<file path="src/rtl/eigen_portfolio_ranked.sv">
// Picks the eigenvector whose eigenvalue has a run-time rank (0 = largest) and
// scales it so its weights sum to 1.0, using one shared serial restoring divider.
module eigen_portfolio_ranked #(
  parameter int WIDTH    = 16,
  parameter int FRAC     = 8,
  parameter int N_STOCKS = 3,
  parameter int RANK_W   = $clog2(N_STOCKS) + 1
) (
  input  logic                                  clk,
  input  logic                                  rst_n,
  input  logic                                  start,
  input  logic [RANK_W-1:0]                     rank_sel,
  input  logic signed [N_STOCKS*N_STOCKS*WIDTH-1:0] eigenvectors,
  input  logic signed [N_STOCKS*WIDTH-1:0]      eigenvalues,
  output logic                                  busy,
  output logic                                  done,
  output logic signed [N_STOCKS*WIDTH-1:0]      portfolio,
  output logic                                  err_rank,
  output logic                                  err_zero,
  output logic                                  overflow
);

  localparam int IDX_W = $clog2(N_STOCKS);
  localparam int SUM_W = WIDTH + $clog2(N_STOCKS);
  localparam int QW    = WIDTH + FRAC;
  localparam int CNT_W = $clog2(QW + 1);
  localparam int REM_W = SUM_W + 1;

  localparam logic [IDX_W-1:0] LAST_IDX = IDX_W'(N_STOCKS - 1);
  localparam logic [CNT_W-1:0] LAST_CNT = CNT_W'(QW);
  localparam logic [QW-1:0]    MIN_MAG  = QW'(64'd1 << (WIDTH - 1));
  localparam logic [QW-1:0]    MAX_MAG  = MIN_MAG - 1'b1;

  localparam logic [2:0] S_IDLE   = 3'd0;
  localparam logic [2:0] S_SELECT = 3'd1;
  localparam logic [2:0] S_SUM    = 3'd2;
  localparam logic [2:0] S_DIV    = 3'd3;
  localparam logic [2:0] S_DONE   = 3'd4;

  logic [2:0]                          r_state;
  logic [RANK_W-1:0]                   r_rank;
  logic [N_STOCKS*WIDTH-1:0]           r_ev;
  logic [N_STOCKS*N_STOCKS*WIDTH-1:0]  r_vec;
  logic [IDX_W-1:0]                    r_idx;
  logic [IDX_W-1:0]                    r_col;
  logic signed [SUM_W-1:0]             r_sum;
  logic [CNT_W-1:0]                    r_cnt;
  logic [REM_W-1:0]                    r_rem;
  logic [QW-1:0]                       r_quo;
  logic [SUM_W-1:0]                    r_div;
  logic                                r_neg;
  logic [N_STOCKS*WIDTH-1:0]           r_shadow;
  logic [N_STOCKS*WIDTH-1:0]           r_portfolio;
  logic                                r_err_rank;
  logic                                r_err_zero;
  logic                                r_ovf;

  logic [RANK_W-1:0]                   w_rank;
  logic signed [WIDTH-1:0]             w_ev_cur;
  logic signed [WIDTH-1:0]             w_v;
  logic [WIDTH-1:0]                    w_v_mag;
  logic [SUM_W-1:0]                    w_sum_mag;
  logic [REM_W-1:0]                    w_rem_sh;
  logic                                w_ge;
  logic [REM_W-1:0]                    w_rem_nx;
  logic [QW-1:0]                       w_quo_nx;
  logic [WIDTH-1:0]                    w_weight;
  logic                                w_sat;
  logic [N_STOCKS*WIDTH-1:0]           w_shadow_upd;

  // Rank of candidate r_idx: strictly larger values, plus equal values at lower index.
  // NOTE: every signal written in always_comb gets a default first, so no latch is inferred.
  always_comb begin
    w_ev_cur = $signed(r_ev[int'(r_idx)*WIDTH +: WIDTH]);
    w_rank   = '0;
    for (int j = 0; j < N_STOCKS; j++) begin
      if (($signed(r_ev[j*WIDTH +: WIDTH]) > w_ev_cur) ||
          ((j < int'(r_idx)) && ($signed(r_ev[j*WIDTH +: WIDTH]) == w_ev_cur)))
        w_rank = w_rank + 1'b1;
    end
  end

  // Element (row r_idx, selected column) feeds both the sum and the divider load.
  assign w_v       = $signed(r_vec[(int'(r_idx)*N_STOCKS + int'(r_col))*WIDTH +: WIDTH]);
  assign w_v_mag   = w_v[WIDTH-1] ? (~w_v + 1'b1) : w_v;
  assign w_sum_mag = r_sum[SUM_W-1] ? (~r_sum + 1'b1) : r_sum;

  assign w_rem_sh = {r_rem[REM_W-2:0], r_quo[QW-1]};
  assign w_ge     = (w_rem_sh >= {1'b0, r_div});
  assign w_rem_nx = w_ge ? (w_rem_sh - {1'b0, r_div}) : w_rem_sh;
  assign w_quo_nx = {r_quo[QW-2:0], w_ge};

  always_comb begin
    w_sat    = 1'b0;
    w_weight = '0;
    if (r_neg) begin
      if (w_quo_nx > MIN_MAG) begin
        w_sat    = 1'b1;
        w_weight = {1'b1, {(WIDTH-1){1'b0}}};
      end else begin
        w_weight = ~w_quo_nx[WIDTH-1:0] + 1'b1;
      end
    end else if (w_quo_nx > MAX_MAG) begin
      w_sat    = 1'b1;
      w_weight = {1'b0, {(WIDTH-1){1'b1}}};
    end else begin
      w_weight = w_quo_nx[WIDTH-1:0];
    end
    w_shadow_upd = r_shadow;
    w_shadow_upd[int'(r_idx)*WIDTH +: WIDTH] = w_weight;
  end

  // NOTE: state registers use non-blocking assignments so every branch sees pre-edge values.
  always_ff @(posedge clk or negedge rst_n) begin
    if (!rst_n) begin
      r_state     <= S_IDLE;
      r_rank      <= '0;
      r_ev        <= '0;
      r_vec       <= '0;
      r_idx       <= '0;
      r_col       <= '0;
      r_sum       <= '0;
      r_cnt       <= '0;
      r_rem       <= '0;
      r_quo       <= '0;
      r_div       <= '0;
      r_neg       <= 1'b0;
      r_shadow    <= '0;
      r_portfolio <= '0;
      r_err_rank  <= 1'b0;
      r_err_zero  <= 1'b0;
      r_ovf       <= 1'b0;
    end else begin
      case (r_state)
        S_IDLE: begin
          if (start) begin
            r_rank     <= rank_sel;
            r_ev       <= eigenvalues;
            r_vec      <= eigenvectors;
            r_idx      <= '0;
            r_col      <= '0;
            r_sum      <= '0;
            r_err_rank <= 1'b0;
            r_err_zero <= 1'b0;
            r_ovf      <= 1'b0;
            r_state    <= S_SELECT;
          end
        end
        S_SELECT: begin
          if (r_rank >= RANK_W'(N_STOCKS)) begin
            r_err_rank  <= 1'b1;
            r_portfolio <= '0;
            r_state     <= S_DONE;
          end else begin
            if (w_rank == r_rank) r_col <= r_idx;
            if (r_idx == LAST_IDX) begin
              r_idx   <= '0;
              r_state <= S_SUM;
            end else begin
              r_idx <= r_idx + 1'b1;
            end
          end
        end
        S_SUM: begin
          r_sum <= r_sum + SUM_W'(w_v);
          if (r_idx == LAST_IDX) begin
            r_idx   <= '0;
            r_cnt   <= '0;
            r_state <= S_DIV;
          end else begin
            r_idx <= r_idx + 1'b1;
          end
        end
        S_DIV: begin
          if (r_cnt == '0) begin
            if (r_sum == '0) begin
              r_err_zero  <= 1'b1;
              r_portfolio <= '0;
              r_state     <= S_DONE;
            end else begin
              r_rem <= '0;
              r_quo <= QW'(w_v_mag) << FRAC;
              r_div <= w_sum_mag;
              r_neg <= w_v[WIDTH-1] ^ r_sum[SUM_W-1];
              r_cnt <= 1'b1;
            end
          end else begin
            r_rem <= w_rem_nx;
            r_quo <= w_quo_nx;
            if (r_cnt == LAST_CNT) begin
              r_shadow <= w_shadow_upd;
              if (w_sat) r_ovf <= 1'b1;
              r_cnt <= '0;
              if (r_idx == LAST_IDX) begin
                r_portfolio <= w_shadow_upd;
                r_state     <= S_DONE;
              end else begin
                r_idx <= r_idx + 1'b1;
              end
            end else begin
              r_cnt <= r_cnt + 1'b1;
            end
          end
        end
        S_DONE:  r_state <= S_IDLE;
        default: r_state <= S_IDLE;
      endcase
    end
  end

  assign busy      = (r_state != S_IDLE);
  assign done      = (r_state == S_DONE);
  assign portfolio = r_portfolio;
  assign err_rank  = r_err_rank;
  assign err_zero  = r_err_zero;
  assign overflow  = r_ovf;

endmodule

</file>
<file path="config.mk">
export PLATFORM = sky130hd
export DESIGN_NAME = eigen_portfolio_ranked
export DESIGN_NICKNAME = d
export VERILOG_FILES = /design/src/rtl/eigen_portfolio_ranked.sv
export SDC_FILE = /design/constraint.sdc
export NUM_CORES = 1
export LEC_CHECK = 0
export CAP_MARGIN = 20
export CORE_AREA = 2 2 231 233
export CTS_BUF_LIST = sky130_fd_sc_hd__clkbuf_8
export CTS_CLUSTER_DIAMETER = 50
export DETAILED_ROUTE_END_ITERATION = 16
export DIE_AREA = 0 0 233 235
export SYNTH_ARGS = -nofsm -noshare
export SYNTH_HDL_FRONTEND = slang
export SYNTH_SLANG_ARGS = --single-unit
</file>
<file path="constraint.sdc">
create_clock -name clk -period 5.75 [get_ports clk]
set_input_delay 1.725 -clock clk [delete_from_list [all_inputs] [get_ports clk]]
set_output_delay 1.725 -clock clk [all_outputs]
set_load 0.05 [all_outputs]
</file>
# Word-level counts from Yosys, hierarchy flattened
# Cells that the tools add are included.
[classes]
n_mul = 1
n_addsub = 11
mux = 59
n_eq_ne = 27
bitwise = 6
n_shift = 4
reduce_logical = 29
order_cmp = 10
[op_table]
columns = ["cell", "count"]
rows = [
  ["two-way mux 48 bit", 5],
  ["variable part select 144 x 10 -> 16 bit", 1],
  ["one-hot mux 48 bit (2 select lines)", 1],
  ["two-way mux 18 bit", 5],
  ["two-way mux 16 bit", 4],
  ["bitwise mux 48 bit", 1],
  ["equality test 16 bit", 3],
  ["greater-than comparator 16 bit", 3],
  ["two-way mux 24 bit", 2],
  ["variable shift 16 x 33 -> 48 bit, first input constant", 1],
  ["variable part select 16 x 33 -> 48 bit", 1],
  ["variable part select 48 x 7 -> 16 bit", 1],
  ["one-hot mux 18 bit (2 select lines)", 1],
  ["negation 6 -> 33 bit", 1],
  ["adder 16 x 1 -> 16 bit, second input constant", 2],
  ["NOT 16 bit", 2],
  ["two-way mux 3 bit", 10],
  ["greater-than comparator 24 x 15 -> 1 bit, second input constant", 1],
  ["greater-than comparator 24 x 16 -> 1 bit, second input constant", 1],
  ["!= test 2 bit, second input constant", 12],
  ["two-way mux 5 bit", 4],
  [">= comparator 19 x 18 -> 1 bit", 1],
  ["adder 18 x 1 -> 18 bit, second input constant", 1],
  ["adder 18 x 16 -> 18 bit", 1],
  ["39 further kinds", 82],
]
[word_totals]
input_bits = 198
elab_cells = 164
regBits = 385
output_inout_bits = 53

# Depth between registers and ports, before layout
# Gate-level depths: netlist of run 1.
[logic_depth]
word_depth = 13
mapped_depth = 21
mapped_depth_nobuf = 20

# Worst setup path before layout of run 1
# OpenSTA, ideal clock, no wires.
[synth_timing]
kind = "reg2reg"
startpoint = "reg r_idx[0]"
endpoint = "reg r_sum[16]"
arrival_time_ns = 5.142
setup_ns = 0.122
n_path_buf = 2
synth_period_minus_slack_ns = 5.263
slack_ns = 0.487
path_stages_with_launch = 19
required_ns = 5.628
path_cell_list = "dfrtp_1 -> fa_1 -> ha_1 -> inv_1 -> fa_1 -> buf_6 -> nor4b_1 -> buf_4 -> a222oi_1 -> inv_1 -> ha_1 -> a2111oi_0 -> o21ai_0 -> a41oi_1 -> o21bai_1 -> a31oi_1 -> nor2b_1 -> or3_1 -> a32o_1"
[synth_between]
elab_chain_len = 5
[synth_rtl]
columns = ["element", "line", "text"]
rows = [
  ["from (decl)", "44", "logic [IDX_W-1:0] r_idx;"],
  ["from (signal assigned)", "160", "r_idx <= r_idx + 1'b1;"],
  ["from (signal assigned)", "171", "r_idx <= r_idx + 1'b1;"],
  ["from (signal assigned)", "198", "r_idx <= r_idx + 1'b1;"],
  ["multiplier 2 x 2 -> 4 bit", "84", "assign w_v = $signed(r_vec[(int'(r_idx)*N_STOCKS + int'(r_col))*WIDTH +: WIDTH]);"],
  ["adder 4 x 2 -> 5 bit", "84", ""],
  ["variable part select 144 x 10 -> 16 bit", "84", ""],
  ["adder 18 x 16 -> 18 bit", "165", "r_sum <= r_sum + SUM_W'(w_v);"],
  ["one-hot mux 18 bit (2 select lines)", "134", "case (r_state)"],
  ["to (signal assigned)", "165", ""],
  ["to (decl)", "46", "logic signed [SUM_W-1:0] r_sum;"],
]
# No other way between the ends.
# A chain may end at the register's enable or synchronous reset.

# Worst setup path in the final report of run 1
# Ends and elaborated chain as after synthesis.

==> results.md, run 1 <==
- Min-delay src: r_vec[39]
- Required @ worst endpoint: 6.28 ns
- DR vias: 17268
- Starting Density: 39.5%
- Syn Nets: 2600
- Grt total ovfl: 0
- Final hold vios: 0
- Max VDD drop: 0.318 mV
- Resized cells post-CTS: 0
- Synth Area per Inst: 8.97 um^2
- Diode count: 0
- Root Buffer: clkbuf_8
- Setup crit start kind: flop
- Total chip power: 15.1 mW
- Crit path launch: r_idx[0]
- Pins Over Slew Limit: 0
- Worst skew pair latency: 0.65 ns
- Routed len/inst: 17.8 um
- Status: finished clean
- FF-to-FF path depth: 18
- Leakage: 11.9 nW
- Io pins: 251
- RSZ-0062 raised after global routing: false
- TritonCTS Buffers: 71
- Port bufs: 250
- Yosys warns: 0
- First DRT Iteration DRCs: 1233
- CTS tree: done
- # rows: 84
- Syn Inst Count: 2299
- Synthesized cell area: 0.0206 mm^2
- Clk_skew: 0.0314 ns
- H-tree depth: 3
- Sum Neg Setup Slack: 0 ns
- DRC: 0
- Die Width: 233 um
- Gr usage total: 21.9%
- Final Util: 48.6%
- Top cells by area, synth: dfrtp_1 47%, nand2_1 14%, ha_1 6.0%
- Final setup viols: 0
- Placed cell area: 0.0239 mm^2
- Die area: 0.0548 mm^2
- Post-CTS setup buffer count: 0
- Capture point of the worst reg-to-reg path: r_sum[16]
- Maximum clock rate: 184 MHz
- Via density: 5.26
- Cell chain of the critical path: fa_1 -> ha_1 -> inv_1 -> fa_1 -> nor4b_2 -> a222oi_1 -> buf_4 -> inv_1 -> ha_1 -> a2111oi_0 -> buf_4 -> o21ai_0 -> a41oi_1 -> o21bai_1 -> a31oi_1 -> nor2b_1 -> or3_1 -> a32o_1
- WHS Endpoint: r_vec[39]
- Synth top area share: 46.7%
- Num Clock Sinks: 385
- Critical R2R Launch: r_idx[0]
- Fin crit share: 94.7%
- CTS Buffer Depth: 3
- Initial antenna violation count: 0
- Worst setup EP type: flop
- Crit path arrival time: 5.97 ns
- Setup CP Type: reg2reg
- DRT antenna net count: 0
- Worst min-delay path class: reg2reg
- Hold Path Depth: 2
- Yosys cell types: 74
- Core area: 0.0522 mm^2
- Max-Cap Viols: 0
- Fin area: 0.0254 mm^2
- Area grow syn2layout: 23.1%
- Flops & latches, synth: 385
- Drt total wl: 58500 um
- Share of cells above drive strength 1: 7.82%
- Vias in the first global route: 17534
- Asr flop ratio synth: 100%
- PD cells: 594 mW/mm^2
- Die height: 235 um
- Routability congestion estimate: 0.898
- Worst Path Max Fanout: 8
- Top FF cell, synth: dfrtp_1
- Post-DP HPWL: 43100 um
- Final net count: 2847
- CTS Hold Bufs: 0
- Max-slew headroom: 31.5%
- Yosys top cell by area: dfrtp_1
- Critical-path top delay cell: fa_1
- Largest net degree at the start of global routing: 99
- Fillers: 4978
- Pre-antenna DRT Iters: 5
- Reg2reg setup slack: 0.30 ns
- CP peak stage delay: 0.66 ns
- Worst Max-Slew Pin Slew: 1.02 ns
- EDFF count, synth: 0
- Seq/Total Area, Yosys: 46.7%
- Min Tclk post-route: 5.45 ns
- Clk pin slew, worst setup/hold paths: 0.06 ns
- First-pass GRT wire length: 95300 um
-- metal layers --
layer,up-vias,global-route usage [%],share of wire [%]
li1,8404,-,-
met1,8358,30.0,46
met2,411,35.1,46
met3,95,3.88,5.2
met4,0,7.22,2.4
met5,-,0,0
-- logic make-up (layout without fill, tap and decap cells) --
family                   count (synthesis)  count (layout)  share of synthesized area (%)
AO/OA/AOI/OAI                          487             487                           15.0
adder cells (fa/ha/maj)                103             103                           6.40
XOR/XNOR                                65              65                           2.76
buffers and inverters                  198             495                           3.96
AND/OR/NAND/NOR                        999             999                           20.0
multiplexers                            62              62                           5.12
flip-flops                             385             385                           46.7
-- how the worst max path moves through the flow --
stage                end  cells past startpoint
6_report       r_sum[16]                     18
3_3_place_gp   r_sum[16]                     18
2_1_floorplan  r_sum[16]                     18
3_5_place_dp   r_sum[16]                     18
4_1_cts        r_sum[16]                     18
5_1_grt        r_sum[16]                     18
-- layout make-up --
class | instances | area (um^2) | share of cell area [%]
Clock buffer | 84 | 1160 | 4.56
Clock inverter | 39 | 299 | 1.18
Inverter | 83 | 312 | 1.23
Multi-Input combinational cell | 1716 | 10200 | 40.3
Sequential cell | 385 | 9630 | 38.0
Tap cell | 688 | 861 | 3.39
Timing Repair Buffer | 289 | 2890 | 11.4
-- registers in the layout, summed over array words and instances, names as in the netlist --
name / count
err_rank: 1
err_zero: 1
overflow: 1
portfolio: 48
r_cnt: 5
r_col: 2
r_div: 18
r_ev: 48
r_idx: 2
r_neg: 1
r_quo: 24
r_rank: 3
r_rem: 18
r_shadow: 48
r_state: 3
r_sum: 18
r_vec: 144
-- power by group --
| part | internal [mW] | switching (mW) |
|---|---|---|
| clock network | 1.51 | 1.19 |
| logic | 3.36 | 4.75 |
| registers | 3.56 | 0.700 |
| total | 8.43 | 6.64 |
-- worst max-delay path: cells and delay by family (launching register included) --
family	cells	cell delay, ns
DFF	1	0.42
and+or+nand+nor	3	1.03
AOI/OAI and AO/OA	7	1.78
buffers and inverters	4	0.48
adders and majority gates	4	1.62
-- layout by cell type, fill, tap and decap left out, types with 6 or more instances in the layout --
cell	n
o211ai_1	12
nand2_1	747
and3_1	6
a21o_1	22
o22ai_1	26
nor2_1	96
nor2b_1	21
inv_1	100
o21a_1	13
nand2b_1	13
clkinv_2	11
nand3_1	27
dfrtp_1	385
nand4_1	18
o31ai_1	15
or3_1	13
a21oi_1	100
o221ai_1	7
o21ai_1	6
a22o_1	32
mux2_2	9
nor4_1	6
ha_1	98
a222oi_1	7
a22oi_1	23
o21bai_1	7
clkdlybuf4s50_1	249
mux2i_1	21
clkbuf_8	84
a211oi_1	12
xor2_1	27
and2_1	6
nor3_1	18
mux4_2	26
a31oi_1	6
mux4_1	6
o21ai_0	158
buf_4	31
xnor2_1	38
-- synth_stat cells (18+ instances only) --
cell / n
a21o_1: 22
a21oi_1: 100
a22o_1: 32
a22oi_1: 23
clkbuf_1: 94
dfrtp_1: 385
ha_1: 99
inv_1: 83
mux2i_1: 21
mux4_2: 26
nand2_1: 748
nand3_1: 27
nand4_1: 18
nor2_1: 97
nor2b_1: 21
nor3_1: 18
o21ai_0: 158
o22ai_1: 26
xnor2_1: 38
xor2_1: 27
-- metrics by stage --
| step | setup slack, ns | hold slack (ns) | cells |
|---|---|---|---|
| 6_report | 0.304 | 0.470 | 3284 |
| 5_1_grt | 0.00855 | 0.492 | 3284 |
| 4_1_cts | 0.352 | 0.474 | 3282 |
| 3_5_place_dp | 0.384 | 0.459 | 3159 |
| 3_3_place_gp | 0.435 | 0.455 | 3157 |
| 2_1_floorplan | 0.487 | 0.437 | 2299 |
(Power assumes the default switching activity.)
==> run 2: changes to the inputs <==
Settings changed: CORE_AREA 2 2 231 233 to 2 2 189 284, CTS_BUF_LIST sky130_fd_sc_hd__clkbuf_8 to default, CTS_CLUSTER_SIZE from default to 30, DIE_AREA 0 0 233 235 to 0 0 191 286.
==> run 2 against run 1 <==
  * Design area shrank 0.98%
  * Cell count shrank 2.2%
  * Sequential share of layout area grew 0.38 points
  * Utilization shrank 0.44 points
  * Critical path type unchanged
  * Largest cell class unchanged
==> results.md, run 2 (same netlist as run 1, synthesis figures left out) <==
- Min Tclk post-route: 5.44 ns (was 5.45 ns)
- Fillers: 4998 (was 4978)
- Status: finished clean (unchanged)
- Post-DP HPWL: 43500 um (was 43100 um)
- Io pins: 251 (unchanged)
- Placed cell count: 3149 (was 3159)
- Commonest non-fill, non-tap cell in the layout: nand2_1 (unchanged)
- Share of cells above drive strength 1: 5.97% (was 7.82%)
- Crit path arrival time: 5.87 ns (was 5.97 ns)
- Setup crit start kind: flop (unchanged)
- Vias in the first global route: 17659 (was 17534)
- DRC: 0 (unchanged)
- CTS Hold Bufs: 0 (unchanged)
- Gr usage total: 21.8% (was 21.9%)
- TritonCTS Buffers: 35 (was 71)
- Crit path launch: r_idx[0] (unchanged)
- Final net count: 2807 (was 2847)
- Routability congestion estimate: 0.906 (was 0.898)
- Non-filler cells, final: 3213 (was 3284)
- Max FFs per register: 144 (unchanged)
- Via density: 5.34 (was 5.26)
- Clk_skew: 0.0241 ns (was 0.0314 ns)
- Max VDD drop: 0.346 mV (was 0.318 mV)
- Starting Density: 39.5% (about the same)
- Leakage: 11.7 nW (was 11.9 nW)
- H-tree depth: 2 (was 3)
- DRT antenna net count: 0 (unchanged)
- Die Width: 191 um (was 233 um)
- PD cells: 596 mW/mm^2 (was 594 mW/mm^2)
- DR vias: 17156 (was 17268)
- Hold WS: 0.469 ns (was 0.470 ns)
- Worst Path Max Fanout: 11 (was 8)
- Worst Max-Slew Pin Slew: 0.995 ns (was 1.02 ns)
- Worst min-delay path class: reg2reg (unchanged)
- First-pass GRT wire length: 95300 um (about the same)
- Root Buffer: clkbuf_16 (was clkbuf_8)
- Required @ worst endpoint: 6.18 ns (was 6.28 ns)
- Final hold vios: 0 (unchanged)
- Fin crit share: 94.6% (was 94.7%)
- Critical R2R Launch: r_idx[0] (unchanged)
- # rows: 103 (was 84)
- CTS tree: done (unchanged)
- Largest Register: r_vec (unchanged)
- Routed len/inst: 18.3 um (was 17.8 um)
- Num Clock Sinks: 385 (unchanged)
- Die height: 286 um (was 235 um)
- Core area: 0.0522 mm^2 (about the same)
- Largest net degree at the start of global routing: 151 (was 99)
- Sum Neg Setup Slack: 0 ns (unchanged)
- Clk pin slew, worst setup/hold paths: 0.07 ns (was 0.06 ns)
- Setup CP Type: reg2reg (unchanged)
- Final setup viols: 0 (unchanged)
- Max-slew headroom: 33.5% (was 31.5%)
- Drt total wl: 58700 um (was 58500 um)
- First DRT Iteration DRCs: 1239 (was 1233)
- Worst setup EP type: flop (unchanged)
- Most frequent cells in the layout: 747 x nand2_1, 385 x dfrtp_1, 249 x clkdlybuf4s50_1 (unchanged)
- Die area: 0.0546 mm^2 (was 0.0548 mm^2)
- CTS Buffer Depth: 3 (unchanged)
- Diode count: 0 (unchanged)
- Area grow syn2layout: 21.9% (was 23.1%)
- Grt total ovfl: 0 (unchanged)
- Hold Path Depth: 2 (unchanged)
- Total chip power: 15.0 mW (was 15.1 mW)
- FF-to-FF path depth: 16 (was 18)
- Worst skew pair latency: 0.54 ns (was 0.65 ns)
- Max-Cap Viols: 0 (unchanged)
- Min-delay src: r_vec[57] (was r_vec[39])
- Pins Over Slew Limit: 0 (unchanged)
- Port bufs: 250 (unchanged)
- Pre-antenna DRT Iters: 5 (unchanged)
- Maximum clock rate: 184 MHz (about the same)
- Initial antenna violation count: 0 (unchanged)
[run 2: cell count changes in the layout (fill, tap and decap cells not counted), moves of 3 or more]
cell,delta
clkinv_2,-8
inv_12,+6
inv_8,+4
buf_4,-3
inv_1,-17
clkbuf_8,-83
clkbuf_1,+3
clkbuf_16,+37
[run 2: power by group]
group	internal [mW]	switching (mW)
logic	3.34	4.80
clock network	1.37	1.21
registers	3.55	0.711
total	8.25	6.72
[run 2: per-layer routing]
layer  track usage (%)  part of all wire, %  vias to the layer above
met5                 0                    0                        -
met4              6.07                  2.5                        0
met3              2.25                  3.9                       74
met2              39.7                   52                      413
met1              27.3                   42                     8358
li1                  -                    -                     8311
[run 2: through the flow]
stage | util (%) | instance area, um^2 | worst slack [ns]
2_1_floorplan | - | 20600 | 0.487
3_3_place_gp | 45.6 | 23800 | 0.388
3_5_place_dp | 45.7 | 23800 | 0.375
4_1_cts | 48.1 | 25100 | 0.356
5_1_grt | 48.1 | 25100 | -0.0989
6_report | 48.1 | 25100 | 0.309
[run 2: layout make-up]
cell class / count / area, um^2 / share of cell area [%]
well taps: 682 / 853 / 3.40
flip-flops and latches: 385 / 9630 / 38.3
repair buffers: 285 / 2860 / 11.4
clock buffers: 41 / 951 / 3.79
multi-input cells: 1716 / 10200 / 40.6
inverters: 83 / 312 / 1.24
clock inverters: 21 / 309 / 1.23
[run 2: repair_timing]
item,in CTS,in global routing
endpoints found under the setup margin,0,2
gates resized for setup,0,1
setup buffers,0,1
[run 2: path summary, 6_finish.rpt]
path	endpoint	slack (ns)
max	r_sum[16]	0.31
min in group asynchronous	portfolio[6]	1.19
min	r_vec[57]	0.47
max reg2reg	r_sum[16]	0.31
max in group asynchronous	r_vec[2]	3.37
min reg2reg	r_vec[57]	0.47
[run 2: worst max-delay path: stages (launching register included)]
cell       delay [ns]
dfrtp_1          0.42
fa_1             0.55
ha_1             0.14
inv_1            0.04
fa_1             0.49
and2_1           0.33
a222oi_1         0.63
inv_1            0.10
ha_1             0.36
a2111oi_1        0.65
o21ai_0          0.31
a41oi_1          0.39
o21bai_1         0.13
a31oi_1          0.18
nor2b_1          0.07
or3_1            0.31
a32o_1           0.25
